===== src/rtl/int_regfile_sb_pkg.sv =====
// Shared constants and types for the integer register file with busy scoreboard.
// Optional build macro: REGFILE_BYPASS_EN (same-cycle write-to-read forwarding).
package regfile_pkg;

  localparam int XLEN_DEF = 32;
  localparam int NREG_DEF = 32;
  localparam int AW_DEF   = $clog2(NREG_DEF);

  typedef logic [AW_DEF-1:0]   reg_addr_t;
  typedef logic [XLEN_DEF-1:0] xword_t;

endpackage


===== src/rtl/int_regfile_sb_if.sv =====
// Decode-side bundle of the register file: read ports, two write-back ports and issue.
// Optional build macro affecting the slave's behaviour: REGFILE_BYPASS_EN.
interface int_regfile_sb_if #(
  parameter int XLEN  = 32,
  parameter int NREG  = 32,
  parameter int NREAD = 2
);
  localparam int AW = $clog2(NREG);

  logic [NREAD*AW-1:0]   ra;
  logic [NREAD*XLEN-1:0] rd;
  logic [NREAD-1:0]      rd_busy;

  logic                  we0;
  logic [AW-1:0]         wa0;
  logic [XLEN-1:0]       wd0;

  logic                  we1;
  logic [AW-1:0]         wa1;
  logic [XLEN-1:0]       wd1;

  logic                  iss_v;
  logic [AW-1:0]         iss_rd;
  logic                  iss_ok;

  modport master (
    output ra, we0, wa0, wd0, we1, wa1, wd1, iss_v, iss_rd,
    input  rd, rd_busy, iss_ok
  );

  modport slave (
    input  ra, we0, wa0, wd0, we1, wa1, wd1, iss_v, iss_rd,
    output rd, rd_busy, iss_ok
  );

endinterface


===== src/rtl/int_regfile_sb_scoreboard.sv =====
// Busy bit per register for in-flight long-latency ops, plus the iss_ok/rd_busy lookups.
// Optional build macro: REGFILE_BYPASS_EN (a same-cycle we1 also masks rd_busy).
module regfile_scoreboard
  import regfile_pkg::*;
#(
  parameter  int NREG  = NREG_DEF,
  parameter  int NREAD = 2,
  localparam int AW    = $clog2(NREG)
) (
  input  logic                clk,
  input  logic                rst_n,
  input  logic [NREAD*AW-1:0] ra,
  input  logic                iss_v,
  input  logic [AW-1:0]       iss_rd,
  input  logic                we1,
  input  logic [AW-1:0]       wa1,
  output logic [NREAD-1:0]    rd_busy,
  output logic                iss_ok
);

  logic [NREG-1:0] busy;

  // The set is applied after the clear so that a fresh issue supersedes the returning op.
  always_ff @(posedge clk) begin
    if (!rst_n) begin
      busy <= '0;
    end else begin
      if (we1 && (wa1 != '0)) begin
        busy[wa1] <= 1'b0;
      end
      if (iss_v && (iss_rd != '0)) begin
        busy[iss_rd] <= 1'b1;
      end
    end
  end

  always_comb begin
    rd_busy = '0;
    for (int i = 0; i < NREAD; i++) begin
      if (ra[i*AW +: AW] != '0) begin
        rd_busy[i] = busy[ra[i*AW +: AW]];
`ifdef REGFILE_BYPASS_EN
        if (we1 && (wa1 == ra[i*AW +: AW])) begin
          rd_busy[i] = 1'b0;
        end
`endif
      end
    end
  end

  assign iss_ok = !busy[iss_rd] || (iss_rd == '0);

endmodule


===== src/rtl/int_regfile_sb.sv =====
// Integer register file: two write ports, NREAD combinational read ports, busy scoreboard.
// Optional build macro: REGFILE_BYPASS_EN (forward same-cycle writes, port 1 over port 0).
module int_regfile_sb
  import regfile_pkg::*;
#(
  parameter  int XLEN  = XLEN_DEF,
  parameter  int NREG  = NREG_DEF,
  parameter  int NREAD = 2,
  localparam int AW    = $clog2(NREG)
) (
  input  logic             clk,
  input  logic             rst_n,
  int_regfile_sb_if.slave  bus
);

  logic [XLEN-1:0] regs  [NREG];
  logic [XLEN-1:0] rdata [NREAD];

  // Port 1 is written last so it wins a same-address collision; r0 is never written.
  always_ff @(posedge clk) begin
    if (!rst_n) begin
      for (int k = 0; k < NREG; k++) begin
        regs[k] <= '0;
      end
    end else begin
      if (bus.we0 && (bus.wa0 != '0)) begin
        regs[bus.wa0] <= bus.wd0;
      end
      if (bus.we1 && (bus.wa1 != '0)) begin
        regs[bus.wa1] <= bus.wd1;
      end
    end
  end

  for (genvar i = 0; i < NREAD; i++) begin : g_read
    logic [AW-1:0] addr;

    assign addr = bus.ra[i*AW +: AW];

    always_comb begin
      rdata[i] = regs[addr];
`ifdef REGFILE_BYPASS_EN
      if (bus.we0 && (bus.wa0 == addr)) begin
        rdata[i] = bus.wd0;
      end
      if (bus.we1 && (bus.wa1 == addr)) begin
        rdata[i] = bus.wd1;
      end
`endif
      if (addr == '0) begin
        rdata[i] = '0;
      end
    end
  end

  always_comb begin
    bus.rd = '0;
    for (int i = 0; i < NREAD; i++) begin
      bus.rd[i*XLEN +: XLEN] = rdata[i];
    end
  end

  regfile_scoreboard #(
    .NREG  (NREG),
    .NREAD (NREAD)
  ) u_scoreboard (
    .clk     (clk),
    .rst_n   (rst_n),
    .ra      (bus.ra),
    .iss_v   (bus.iss_v),
    .iss_rd  (bus.iss_rd),
    .we1     (bus.we1),
    .wa1     (bus.wa1),
    .rd_busy (bus.rd_busy),
    .iss_ok  (bus.iss_ok)
  );

endmodule


===== src/flat_wrapper.sv =====
// flat-port wrapper written by rule: the top's interface ports become plain ports
module int_regfile_sb_flat import regfile_pkg::*;
#(
  parameter  int XLEN  = XLEN_DEF,
  parameter  int NREG  = NREG_DEF,
  parameter  int NREAD = 2,
  localparam int AW    = $clog2(NREG)
)
  (clk, rst_n, bus_ra, bus_we0, bus_wa0, bus_wd0, bus_we1, bus_wa1, bus_wd1, bus_iss_v, bus_iss_rd, bus_rd, bus_rd_busy, bus_iss_ok);
  int_regfile_sb_if #(.XLEN(XLEN), .NREG(NREG), .NREAD(NREAD)) bus_i ();
  input  logic clk;
  input  logic rst_n;
  input wire logic [$bits(bus_i.ra)-1:0] bus_ra;
  input wire logic [$bits(bus_i.we0)-1:0] bus_we0;
  input wire logic [$bits(bus_i.wa0)-1:0] bus_wa0;
  input wire logic [$bits(bus_i.wd0)-1:0] bus_wd0;
  input wire logic [$bits(bus_i.we1)-1:0] bus_we1;
  input wire logic [$bits(bus_i.wa1)-1:0] bus_wa1;
  input wire logic [$bits(bus_i.wd1)-1:0] bus_wd1;
  input wire logic [$bits(bus_i.iss_v)-1:0] bus_iss_v;
  input wire logic [$bits(bus_i.iss_rd)-1:0] bus_iss_rd;
  output wire logic [$bits(bus_i.rd)-1:0] bus_rd;
  output wire logic [$bits(bus_i.rd_busy)-1:0] bus_rd_busy;
  output wire logic [$bits(bus_i.iss_ok)-1:0] bus_iss_ok;
  assign bus_i.ra = bus_ra;
  assign bus_i.we0 = bus_we0;
  assign bus_i.wa0 = bus_wa0;
  assign bus_i.wd0 = bus_wd0;
  assign bus_i.we1 = bus_we1;
  assign bus_i.wa1 = bus_wa1;
  assign bus_i.wd1 = bus_wd1;
  assign bus_i.iss_v = bus_iss_v;
  assign bus_i.iss_rd = bus_iss_rd;
  assign bus_rd = bus_i.rd;
  assign bus_rd_busy = bus_i.rd_busy;
  assign bus_iss_ok = bus_i.iss_ok;
  int_regfile_sb #(.XLEN(XLEN), .NREG(NREG), .NREAD(NREAD)) u_core (.clk(clk), .rst_n(rst_n), .bus(bus_i));
endmodule

===== config.mk =====
export PLATFORM = sky130hd
export DESIGN_NAME = int_regfile_sb_flat
export DESIGN_NICKNAME = d
export VERILOG_FILES = /design/src/rtl/int_regfile_sb_pkg.sv /design/src/rtl/int_regfile_sb_if.sv /design/src/rtl/int_regfile_sb_scoreboard.sv /design/src/rtl/int_regfile_sb.sv /design/src/flat_wrapper.sv
export SDC_FILE = /design/constraint.sdc
export NUM_CORES = 2
export LEC_CHECK = 0
export CAP_MARGIN = 20
export CORE_MARGIN = 2
export CORE_UTILIZATION = 35
export CTS_CLUSTER_SIZE = 12
export DETAILED_ROUTE_END_ITERATION = 10
export PLACE_DENSITY = 0.51
export RECOVER_POWER = 100
export SYNTH_ARGS = -nofsm -noshare
export SYNTH_HDL_FRONTEND = slang
export SYNTH_SLANG_ARGS = --single-unit

===== constraint.sdc =====
create_clock -name clk -period 4.5 [get_ports clk]
set_input_delay 1.35 -clock clk [delete_from_list [all_inputs] [get_ports clk]]
set_output_delay 1.35 -clock clk [all_outputs]
set_load 0.005 [all_outputs]

* After elaboration in Yosys (flattened, before gate mapping)
Memories as Yosys holds them, arrays and structs flattened.
Index checks and enable logic that the tools add are counted.
** Cells by class
- $lt $le $gt $ge :: 6
- Mux-type cells :: 30
- Bitwise logic cells :: 3
- Reductions and logical operators :: 17
** Operator list (count)
- $mux W32 :: 7
- $reduce_or A32 Y1 :: 2
- $and A32 B32 Y32 :: 1
- $not A32 Y32 :: 1
- $or A32 B32 Y32 :: 1
- $reduce_bool A5 Y1 :: 5
- $lt A5 B6 Y1 const B :: 4
- $mux W1 :: 16
- $bmux W1 S5 :: 3
- $logic_not A5 Y1 :: 3
- $demux W1 S5 :: 2
- $ge A5 B1 Y1 const B :: 2
- $mux W5 :: 2
- $logic_and A1 B1 Y1 :: 5
- $logic_not A1 Y1 :: 1
- $logic_or A1 B1 Y1 :: 1
** Storage, ports and cells
- Bits in registers :: 32
- RAM bits :: 1024
- Bits of input ports :: 94
- Memories kept :: 1
** Memory list
- u_core.regs :: words 32, bits a word 32, read ports 2, clocked after memory_dff 0, wr ports 32, line int_regfile_sb.sv:16 : logic [XLEN-1:0] regs [NREG];

* Logic depth before layout (Yosys ltp)
- Depth in word-level cells :: 10
- Mapped depth :: 9
- Mapped depth without buffers :: 4

* Cells and area by module
Synthesis repeated with hierarchy kept, for this count alone.
** Second synthesis, totals
- Cells, all modules :: 4183
- Area total of the unflattened synthesis :: 60795.8 um2
** Modules (own cells, without submodules)
- int_regfile_sb :: times used 1, cells an instance 3893, area an instance 58458.6 um2, seq. area each 30749.5 um2
- regfile_scoreboard :: times used 1, cells an instance 290, area an instance 2337.2 um2, seq. area each 640.6 um2

* Worst setup path before layout
OpenSTA, ideal clock, no wires.
- Path kind :: input-to-output
- Start :: input bus_ra[5]
- End :: output bus_rd[63]
- Data arrival time :: 2.886 ns
- Data required time :: 3.150 ns
- Setup slack :: 0.264 ns
- Stages :: 7
- Path through :: buf_2 buf_6 buf_6 mux4_2 mux4_2 inv_1 a221oi_1
** On the way
- Cells in the longest elaborated chain, start to end :: 2
- Elaborated cells on any way between the ends :: 3
** RTL lines
- from (decl) :: line flat_wrapper.sv:13 : input wire logic [$bits(bus_i.ra)-1:0] bus_ra;
- $mem_v2 Z32 W32 or $logic_not A5 Y1 (tied branches)
- $mux W32 * :: line int_regfile_sb.sv:50 : if (addr == '0) begin
- to (decl) :: line flat_wrapper.sv:22 : output wire logic [$bits(bus_i.rd)-1:0] bus_rd;
Every way passes the cells marked *; elsewhere a longest branch is shown, timed or not.

* Worst setup path after layout
- Start :: input bus_ra[5]
- End :: output bus_rd[34]
The elaborated chain is that of the path after synthesis.

==> impl_metrics.json <==
{
  "grt-ovfl-total": 0,
  "final_net_count": 4267,
  "grt_max_degree": 58,
  "cp_data_required_time_ns": 3.15,
  "fin_area_sq_um": 74100,
  "timing.final.crit_period_ns": 4.72,
  "worstSetupStartpointType": "input pin",
  "drive_gt1_share_pct": 39.5,
  "status": "complete, but fails checks",
  "syn_area_sq_um": 60000,
  "drt_iter0_markers": 6130,
  "grt_pass1_wl_um": 365000,
  "layout_common_cells": "edfxtp_1 (1024), a22o_1 (992), mux4_2 (602)",
  "clkTransAtPathRegs_ns": 0.06,
  "powerDensity_nw_per_um2": 345,
  "yosysWarnings": 0,
  "cts_hold_buf": 0,
  "synthSimpleGateAreaFrac_pct": 2.20,
  "syn_inst": 3801,
  "synthAdderAreaFrac_pct": 0,
  "first_pass_iters": 5,
  "synth_top_family_by_area": "multiplexers",
  "viasPerCell": 6.89,
  "report.final.hold_viol_count": 0,
  "worst_clock_skew_ns": 0,
  "clockBufferDepth": 3,
  "leakagePower_uw": 0.0253,
  "rows": 152,
  "final_common_cell": "edfxtp_1",
  "p_clk_share_pct": 36.9,
  "max_freq_ghz": 0.212,
  "root_buffer": "clkbuf_16",
  "crit_arrival_ns": 3.37,
  "avgSynthCellArea_sq_um": 15.8,
  "place_worst_setup_slack_ns": -1.00,
  "grt_usage_pct": 30.1,
  "seqPwrFrac_pct": 45.8,
  "start_util_pct": 35.1,
  "critPathKind": "input pin to primary output",
  "dieArea_sq_um": 175000,
  "synth.area.mux_share_pct": 23.7,
  "slew_headroom_pct": -41.0,
  "fin_util_pct": 43.3,
  "synth_cell_types": 48,
  "placedCellCount": 6158,
  "core-area_sq_um": 171000,
  "setup_slack_ns": -0.216,
  "die_x_um": 418,
  "crit_path_max_fanout": 7,
  "synth_xor_area_share_pct": 0,
  "seq_area_frac_synth_pct": 52.3,
  "final_cells": 6513,
  "hold_path.class": "register to register",
  "hp-start": "u_core.u_scoreboard.busy[29]$_SDFF_PN0_",
  "report.final.slew_viol_count": 798,
  "htree_levels": 3,
  "critPathLaunch": "bus_ra[5]",
  "die_h_um": 418,
  "cts_tree": "built",
  "grt_antenna_before_repair": 12,
  "dp_hpwl_um": 166000,
  "syn2layout_area_growth_pct": 23.4,
  "io_buffers": 160,
  "grt_pass1_vias": 44200,
  "synth_area_leaders": "edfxtp_1 (51%), mux4_2 (23%), a22o_1 (14%)",
  "crit_path_end_kind": "primary output",
  "ant_nets": 0,
  "routed_wl_um": 268000,
  "violations": "max-capacitance violations, max-slew violations, negative setup slack",
  "route.vias.total": 44800,
  "tightestPinTransition_ns": 2.11,
  "routabilityCongestion": 0.923,
  "cts-buffers-inserted": 116,
  "maxCapViolCount": 32,
  "netlist.area_leader.share_pct": 51.2,
  "switching_share_pct": 27.3,
  "rsz0062_at_grt": "true",
  "insertion_delay_ns": 0.78,
  "pwr-share-comb_pct": 17.3,
  "synth.largest_area_cell": "edfxtp_1",
  "synth-compound-area-share_pct": 17.0,
  "placed_area_sq_um": 68000,
  "remaining_drc_errors": 0,
  "cts_num_sinks": 1056,
  "finalSetupViolations": 143,
  "io_pins": 161,
  "ir_drop_v": 0.000372,
  "power_switching_uw": 6960,
  "internal_power_uw": 18600,
  "critical_path.reg2reg.startpoint": "u_core.u_scoreboard.busy[24]$_SDFF_PN0_",
  "wl_per_cell_um": 41.2,
  "synth-seq-cells": 1056,
  "timing.final.crit_share_pct": 105
}
## logic make-up after synthesis
| logic type | count (synthesis) |
|---|---|
| buffers and inverters | 651 |
| AND/OR/NAND/NOR | 251 |
| flip-flops | 1056 |
| multiplexers | 670 |
| AO/OA/AOI/OAI | 1172 |
| other | 1 |
## per-stage QoR
stage | hold slack, ns | TNS, ns | total power (uW)
after floorplan | 0.465 | 0 | 13800
after global placement | 0.515 | -45.36 | 15800
after detailed placement | 0.520 | -46.00 | 15800
after CTS | 0.529 | -6.62 | 25500
after global routing | 0.567 | -11.04 | 26100
final | 0.529 | -10.29 | 25500
## cells in the mapped netlist (all sizes together)
cell	count
a211o	1
a21oi	9
a221oi	66
a22o	992
a22oi	24
and2	3
and3	4
and3b	3
and4	1
and4b	5
buf	159
clkbuf	425
clkinv	62
conb	1
dfxtp	32
edfxtp	1024
inv	5
mux2i	68
mux4	602
nand2	70
nand2b	7
nand3	24
nand3b	7
nand4	2
nand4b	3
nand4bb	3
nor2	87
nor2b	6
nor3	6
nor3b	9
nor4	1
nor4b	1
nor4bb	3
o211ai	6
o21ai	7
o221ai	66
o22ai	1
or3	3
or3b	2
or4	1
## registers in the layout (all words and copies together) (netlist names)
name	flops
u_core.regs	1024
u_core.u_scoreboard.busy	32
## layout make-up
type / instances / area [sq um]
Antenna cell: 10 / 25.0
Clock buffer: 145 / 3130
Clock inverter: 70 / 495
Fill cell: 15000 / 96900
Inverter: 67 / 450
Multi-Input combinational cell: 2125 / 27300
Sequential cell: 1056 / 31400
Tap cell: 2233 / 2790
Timing Repair Buffer: 807 / 8460
## power by group through the flow
stage / clock network, uW / registers (uW) / logic, uW
3_3_place_gp: 0 / 11800 / 3920
2_1_floorplan: 0 / 11700 / 2060
4_1_cts: 9480 / 11700 / 4400
3_5_place_dp: 0 / 11900 / 3930
6_report: 9430 / 11700 / 4410
5_1_grt: 9830 / 11700 / 4510
## worst max-delay path: stages
cell,delay (ns)
buf_16,0.14
buf_6,0.18
buf_16,0.16
mux4_2,0.51
mux4_2,0.61
clkinv_2,0.08
a221oi_1,0.10
buf_2,0.21
## worst paths after layout
check,to,slack [ns],depth (start not counted)
worst min register to register,u_core.u_scoreboard.busy[29]$_SDFF_PN0_,0.53,2
worst max register to register,u_core.u_scoreboard.busy[24]$_SDFF_PN0_,3.71,2
worst min-delay path,u_core.u_scoreboard.busy[29]$_SDFF_PN0_,0.53,2
worst max-delay path,bus_rd[34],-0.22,8
## timing repair
item                                    in CTS  in global routing
pin swaps                                   46                 15
cloned                                      29                  2
resized for setup                          669                 57
endpoints found under the setup margin      67                 66
buffers inserted                           114                 25
## routing by layer
layer / wire length, um / share of wire, % / GRT usage [%] / vias up
met5: 26 / 0.0097 / 0 / -
met4: 17200 / 6.4 / 17.2 / 4
met3: 27000 / 10 / 5.97 / 757
met2: 125000 / 47 / 47.9 / 3156
met1: 99100 / 37 / 38.5 / 23800
li1: - / - / - / 17200
Power figures use the tool's default switching activity.
